==> src/rtl/apb_spi_master_arbiter.sv <==
// apb_spi_master_arbiter: shares one apb_spi_master APB slave port between
// NUM_REQ APB requesters. Grants round-robin per transfer. A command write
// locks the SPI master to its requester until eot_i, a soft reset or a timeout.
//
// Ports:
//   HCLK, HRESETn       clock, async active-low reset
//   s_*                 requester-side APB slaves, requester i at slice i
//   m_*                 master-side APB towards the SPI master
//   eot_i               SPI master end-of-transfer pulse
//   locked_o, owner_o   lock state and lock owner / last grant
//   timeout_o           one-cycle pulse when a lock expires
module apb_spi_master_arbiter #(
    parameter int                        NUM_REQ        = 2,
    parameter int                        APB_ADDR_WIDTH = 12,
    parameter logic [APB_ADDR_WIDTH-1:0] CMD_REG_OFFSET = '0,
    parameter int                        LOCK_TIMEOUT   = 4096
) (
    input  logic                              HCLK,
    input  logic                              HRESETn,
    input  logic [NUM_REQ*APB_ADDR_WIDTH-1:0] s_paddr,
    input  logic [NUM_REQ*32-1:0]             s_pwdata,
    input  logic [NUM_REQ-1:0]                s_pwrite,
    input  logic [NUM_REQ-1:0]                s_psel,
    input  logic [NUM_REQ-1:0]                s_penable,
    output logic [NUM_REQ*32-1:0]             s_prdata,
    output logic [NUM_REQ-1:0]                s_pready,
    output logic [NUM_REQ-1:0]                s_pslverr,
    output logic [APB_ADDR_WIDTH-1:0]         m_paddr,
    output logic [31:0]                       m_pwdata,
    output logic                              m_pwrite,
    output logic                              m_psel,
    output logic                              m_penable,
    input  logic [31:0]                       m_prdata,
    input  logic                              m_pready,
    input  logic                              m_pslverr,
    input  logic                              eot_i,
    output logic                              locked_o,
    output logic [$clog2(NUM_REQ)-1:0]        owner_o,
    output logic                              timeout_o
);

    localparam int IW = $clog2(NUM_REQ);
    localparam int CW = (LOCK_TIMEOUT > 1) ? $clog2(LOCK_TIMEOUT) : 1;

    typedef enum logic [1:0] {
        IDLE   = 2'd0,
        SETUP  = 2'd1,
        ACCESS = 2'd2
    } state_t;

    state_t              r_state;
    state_t              w_state_nxt;
    logic [IW-1:0]       r_grant;
    logic [IW-1:0]       r_rr;
    logic                r_locked;
    logic [IW-1:0]       r_owner;
    logic [CW-1:0]       r_cnt;
    logic                r_timeout;

    logic [NUM_REQ-1:0]  w_mask;
    logic [NUM_REQ-1:0]  w_elig;
    logic                w_found;
    logic [IW-1:0]       w_pick;
    logic [IW-1:0]       w_idx;
    logic                w_active;
    logic                w_done;
    logic                w_cmd;
    logic                w_acq;
    logic                w_swrst;
    logic                w_to;
    logic                w_own_done;
    logic                w_unused;

    // Requester enables are not needed: the grant is taken from psel in IDLE
    // and the master-side phases are generated here.
    assign w_unused = ^s_penable;

    // While locked only the owner may be granted.
    assign w_mask = r_locked ? (NUM_REQ'(1) << r_owner) : '1;
    assign w_elig = s_psel & w_mask;

    // First eligible index after the rr pointer, wrapping around.
    always_comb begin
        w_found = 1'b0;
        w_pick  = r_rr;
        w_idx   = '0;
        for (int i = 1; i <= NUM_REQ; i++) begin
            w_idx = IW'((int'(r_rr) + i) % NUM_REQ);
            if (!w_found && w_elig[w_idx]) begin
                w_found = 1'b1;
                w_pick  = w_idx;
            end
        end
    end

    always_comb begin
        w_state_nxt = r_state;
        m_psel      = 1'b0;
        m_penable   = 1'b0;
        unique case (r_state)
            IDLE: begin
                if (w_found) w_state_nxt = SETUP;
            end
            SETUP: begin
                m_psel      = 1'b1;
                w_state_nxt = ACCESS;
            end
            ACCESS: begin
                m_psel    = 1'b1;
                m_penable = 1'b1;
                if (m_pready) w_state_nxt = IDLE;
            end
            default: w_state_nxt = IDLE;
        endcase
    end

    // Master-side request fields are zero outside a transfer.
    assign w_active = (r_state != IDLE);
    assign m_paddr  = w_active ?
        s_paddr[int'(r_grant)*APB_ADDR_WIDTH +: APB_ADDR_WIDTH] : '0;
    assign m_pwdata = w_active ? s_pwdata[int'(r_grant)*32 +: 32] : '0;
    assign m_pwrite = w_active & s_pwrite[r_grant];

    assign w_done = (r_state == ACCESS) && m_pready;

    always_comb begin
        s_pready  = '0;
        s_pslverr = '0;
        s_prdata  = '0;
        if (w_done) begin
            s_pready[r_grant]              = 1'b1;
            s_pslverr[r_grant]             = m_pslverr;
            s_prdata[int'(r_grant)*32 +: 32] = m_prdata;
        end
    end

    assign w_cmd      = w_done && m_pwrite && (m_paddr == CMD_REG_OFFSET);
    assign w_acq      = w_cmd && !m_pslverr &&
                        (m_pwdata[3:0] != 4'd0) && !m_pwdata[4];
    assign w_own_done = w_done && r_locked && (r_grant == r_owner);
    assign w_swrst    = w_cmd && m_pwdata[4] && w_own_done;
    assign w_to       = (LOCK_TIMEOUT != 0) && r_locked &&
                        (r_cnt == CW'(LOCK_TIMEOUT - 1));

    always_ff @(posedge HCLK or negedge HRESETn) begin
        if (!HRESETn) begin
            r_state <= IDLE;
            r_grant <= '0;
            r_rr    <= IW'(NUM_REQ - 1);
        end else begin
            r_state <= w_state_nxt;
            if (r_state == IDLE && w_found) begin
                r_grant <= w_pick;
                r_rr    <= w_pick;
            end
        end
    end

    // Acquire has priority over every release source.
    always_ff @(posedge HCLK or negedge HRESETn) begin
        if (!HRESETn) begin
            r_locked  <= 1'b0;
            r_owner   <= '0;
            r_cnt     <= '0;
            r_timeout <= 1'b0;
        end else begin
            r_timeout <= 1'b0;
            if (w_acq) begin
                r_locked <= 1'b1;
                r_owner  <= r_grant;
                r_cnt    <= '0;
            end else if (eot_i || w_swrst || w_to) begin
                r_locked  <= 1'b0;
                r_cnt     <= '0;
                r_timeout <= w_to;
            end else if (r_locked) begin
                if (w_own_done) r_cnt <= '0;
                else            r_cnt <= r_cnt + CW'(1);
            end
        end
    end

    assign locked_o  = r_locked;
    assign owner_o   = r_locked ? r_owner : r_grant;
    assign timeout_o = r_timeout;

endmodule

==> config.mk <==
export PLATFORM = sky130hd
export DESIGN_NAME = apb_spi_master_arbiter
export DESIGN_NICKNAME = d
export VERILOG_FILES = /design/src/rtl/apb_spi_master_arbiter.sv
export SDC_FILE = /design/constraint.sdc
export NUM_CORES = 1
export LEC_CHECK = 0
export BUFFER_PORTS_ARGS = -buffer_cell sky130_fd_sc_hd__buf_2
export CORE_AREA = 2 2 97 99
export DETAILED_ROUTE_END_ITERATION = 10
export DIE_AREA = 0 0 99 101
export GPL_TIMING_DRIVEN = 0
export PLACE_DENSITY = 0.63
export SYNTH_ARGS = -nofsm -noshare
export SYNTH_HDL_FRONTEND = slang
export SYNTH_SLANG_ARGS = --single-unit
==> constraint.sdc <==
create_clock -name HCLK -period 3.5 [get_ports HCLK]
set_input_delay 0.175 -clock HCLK [delete_from_list [all_inputs] [get_ports HCLK]]
set_output_delay 0.175 -clock HCLK [all_outputs]
set_load 0.01 [all_outputs]
# Yosys cells after proc, flatten, opt, wreduce, memory -nomap -nowiden
# Cells that the tools add are included.
[word_totals]
n_memories = 0
word_cells = 90
mem_bits_ro = 0
out_inout_bits = 118
mem_bits_rw = 0
regBits = 19
latch_bits = 0
[classes]
bitwise_logic = 4
shifts = 5
n_mul = 1
mux = 32
magnitude_cmp = 4
n_reduce_logical = 27
addsub = 4
n_div = 0
eq_ne = 6
[op_table]
columns = ["operator", "n"]
rows = [
  ["64-bit bitwise AND", 1],
  ["64-bit 2-to-1 mux", 1],
  ["32-bit by 33-bit variable shift with 64-bit output (first input constant)", 1],
  ["32-bit by 33-bit indexed part select with 64-bit output", 1],
  ["64-bit by 7-bit indexed part select with 32-bit output", 1],
  ["12-bit 2-to-1 mux", 5],
  ["6-bit negation with 33-bit output", 1],
  ["32-bit 2-to-1 mux", 1],
  ["24-bit by 6-bit indexed part select with 12-bit output", 1],
  ["1-bit 2-to-1 mux", 18],
  ["1-bit logical AND", 14],
  ["12-bit by 1-bit adder with 12-bit output (second input constant)", 1],
  ["12-bit equality test (second input constant)", 1],
  ["12-bit zero test", 1],
  ["2-bit 2-to-1 mux", 5],
  ["1-bit by 2-bit less-than comparator with 1-bit output (second input constant)", 3],
  ["2-bit one-hot mux with 3 select lines", 1],
  ["2-bit bitwise AND", 2],
  ["2-bit != test (second input constant)", 2],
  ["2-bit nonzero test", 2],
  ["4-bit nonzero test", 1],
  ["1-bit zero test", 3],
  ["1-bit by 2-bit multiplier with 3-bit output (second input constant)", 1],
  ["3-bit nonzero test", 1],
  ["other kinds (12)", 14],
]

# Depth between registers and ports, before layout
[logic_depth]
word_depth = 11
depth_mapped = 9

# Worst setup path after synthesis
# OpenSTA, ideal clock, no wires.
[synth_timing]
path_kind = "register to register"
start = "register r_cnt[0]"
end = "register r_cnt[5]"
t_arrival_ns = 1.885
setup_slack_ns = 1.550
stages_incl_launch_ff = 9
synth_period_minus_slack_ns = 1.950
path_cell_list = "dfrtp_1 ha_1 nand3_1 nor3_1 or4_1 buf_2 buf_6 o211ai_1 o211a_1"
[synth_via]
elab_chain_len = 5
word_cells_on_any_way = 9
cone_classes = "1 x add/sub; 1 x eq/ne; 4 x mux; 3 x reduce/logical"
[synth_rtl]
columns = ["element", "line_no", "rtl"]
rows = [
  ["start, declared", "57", "logic [CW-1:0] r_cnt;"],
  ["start signal, assigned", "178", "else r_cnt <= r_cnt + CW'(1);"],
  ["12-bit by 1-bit adder with 12-bit output / 12-bit equality test (equally long branches)", "178, 143", ""],
  ["12-bit 2-to-1 mux / 1-bit logical AND (equally long branches)", "177, 142", ""],
  ["12-bit 2-to-1 mux / 1-bit logical OR (equally long branches)", "176, 172", ""],
  ["12-bit 2-to-1 mux", "172", "end else if (eot_i || w_swrst || w_to) begin"],
  ["12-bit 2-to-1 mux", "168", "if (w_acq) begin"],
]
# Several ways; a longest one is shown, not always the timed one. The select of a mux whose other input is x is not followed.
# A chain may end at the register's enable or synchronous reset.

# Worst setup path after layout
[layout_timing]
start = "register r_state[0]"
end = "output port m_pwdata[29]"
[layout_via]
elab_chain_len = 2
[layout_rtl]
columns = ["element", "line_no", "rtl"]
rows = [
  ["start, declared", "51", "state_t r_state;"],
  ["start signal, assigned", "151", "r_state <= w_state_nxt;"],
  ["2-bit nonzero test", "118", "assign w_active = (r_state != IDLE);"],
  ["32-bit 2-to-1 mux", "121", "assign m_pwdata = w_active ? s_pwdata[int'(r_grant)*32 +: 32] : '0;"],
  ["end, declared", "29", "output logic [31:0] m_pwdata,"],
]
# Every way passes these cells.

==> run metrics <==
crit-path max FO 10; GPL Wtd Cong 0.899; initial antenna violation count 2; commonest non-fill, non-tap cell in the layout buf_2; actual slew at the worst max-slew pin around 0.93 ns; first-pass GRT wire length 16.7 mm; worst setup margin 0.815 ns; f_max 372 MHz; Post-synth EDFFs 0; share of layout cells above drive strength 1 46.6%; Primary FF master, synth dfrtp_1; Worst EP arrival 2.51 ns; Final Hold Viols 0; Setup Viol. Count Final 0; leak pwr 0.00243 µW; sequential-to-total area share from yosys stat 20.1%; dpl ws ~1.1 ns; crit path cell chain inv_1 > ha_1 > clkbuf_1 > clkbuf_1 > clkbuf_1 > nor2_1 > buf_2; hold crit path type input port to flop; Pwr Total between 2000 and 2500 µW; Die Ht 101 µm; port buffer count 246; CTS Buf Count 3; most frequent CP cell clkbuf_1; max cap viols 0; all-layer global routing usage between 20% and 30%; Die ar. 10000 µm²; status complete, no violations; Tcrit/Tclk final 76.7%; Crit path buffers/inverters 5; Async SR Flop Fraction 100%; CTS max path bufs 2; Initial Util around a quarter; Worst path max stage delay 0.56 ns; vias in the first global route around 3200; io pins roughly 250; P&R area growth vs syn 60.3%; Die X about 99 µm; Setup CP Type flop to output pin; CP max stage cell clkbuf_1; critical path capture point type output pin; First-pass DRT Iterations 4; flops & latches, synth 19; min Tclk post-route 2.69 ns; Core Area around 9000 µm²; grt ovf 0; post-cts resize count 0; maximum VDD drop 0.281 mV; clk_lat worst skew around 0.25 ns; RSZ-0062 raised after global routing false; Clock Pin Slew Worst Setup and Hold Paths approximately 0.070 ns; post-DP HPWL between 9 and 10 mm; CTS tree built; setup tns final 0 ns; most frequent cells in the layout buf_2, and3_1, nor2_1; routed length per instance roughly 17 µm; Required @ worst endpoint 3.32 ns; H-Tree Depth 1; Residual DRC 0; via count 3398; PD cells 535 nW/µm²; Yosys warnings 0; final clock skew 0.00220 ns; clk root buf clkbuf_8; Vias/cell 4.98; Final Max Tran Viols 0; fin nets 705; largest net degree at the start of global routing 20; cells after synthesis 318; num rows 35; drt total wl 11.5 mm; Slew headroom 37.7%; Cell variety after synth 39; Synth Area per Inst 7.46 µm²; Final ANT Viol Nets 0; syn nets between 400 and 500; TritonCTS Sinks 19; Crit path max-delay family buffers and inverters; startpoint types flop; Initial DRC Count 105; Mapped Area 2370 µm²
layer usage:
layer,vias to the layer above,wire length (µm),global-route usage [%]
met5,-,0,0
met4,0,125,4.53
met3,8,746,3.05
met2,143,5800,36.8
met1,1581,4830,27.0
li1,1666,-,-
cell type report:
class | count | area, µm²
Antenna cell | 2 | 5.00
Multi-Input combinational cell | 264 | 1740
Clock buffer | 4 | 45.0
Inverter | 5 | 18.8
Fill cell | 964 | 5170
Sequential cell | 19 | 477
Buffer | 30 | 139
Timing Repair Buffer | 247 | 1240
Tap cell | 111 | 139
kinds of logic after synthesis:
group | count (synthesis) | share of synthesized area [%]
AOI/OAI and AO/OA | 36 | 12.4
DFF | 19 | 20.1
xor gates and xnor gates | 1 | 0.369
buffers and inverters | 35 | 6.65
adders and majority gates | 4 | 2.11
muxes | 46 | 19.5
and+or+nand+nor | 177 | 38.8
per-stage QoR:
step | std cells | area [µm²] | util, % | hold slack (ns)
floorplan | 318 | 2370 | - | -0.121
global placement | 675 | 3740 | 41.7 | 0.146
detailed placement | 675 | 3740 | 41.7 | 0.150
CTS | 680 | 3800 | 42.3 | 0.150
global route | 682 | 3800 | 42.4 | 0.171
finish | 682 | 3800 | 42.4 | 0.160
where the power goes:
group	internal [µW]	switching [µW]	leakage, µW
clock network	80.9	72.6	0.0000228
registers	255	23.8	0.000256
logic	628	974	0.00215
synthesized netlist by cell type, types with 5 or more instances:
cell	n	share of area, %
nor4_1	6	1.6
nor2_1	56	8.9
nand2_1	13	2.1
mux2i_1	44	19
clkbuf_1	22	3.5
nor3_1	9	1.9
nand3_1	7	1.5
and2_1	5	1.3
inv_1	5	0.79
and3_1	72	19
dfrtp_1	18	19
o211ai_1	6	1.9
o21ai_0	5	1.1
sequential cells by signal (all words and copies together), names as in the netlist:
signal and cells:
r_owner 1, timeout_o 1, r_cnt 12, r_rr 1, locked_o 1, r_grant 1
r_state 2
timing repair:
action / CTS / global route
setup buffers: 0 / 0
hold buffers: 1 / 0
hold endpoints to repair: 18 / 0
final timing paths:
kind	startpoint	to	slack, ns	cells past startpoint
setup / recovery	r_state[0]	m_pwdata[29]	0.81	7
hold reg to reg	r_rr	r_rr	0.49	2
setup reg to reg	r_state[0]	r_cnt[0]	1.19	9
hold / removal	eot_i	locked_o	0.16	2
max in group asynchronous	HRESETn	r_rr	2.77	2
min in group asynchronous	HRESETn	r_cnt[5]	0.39	2
No activity file was read; power rests on OpenSTA's default activity.
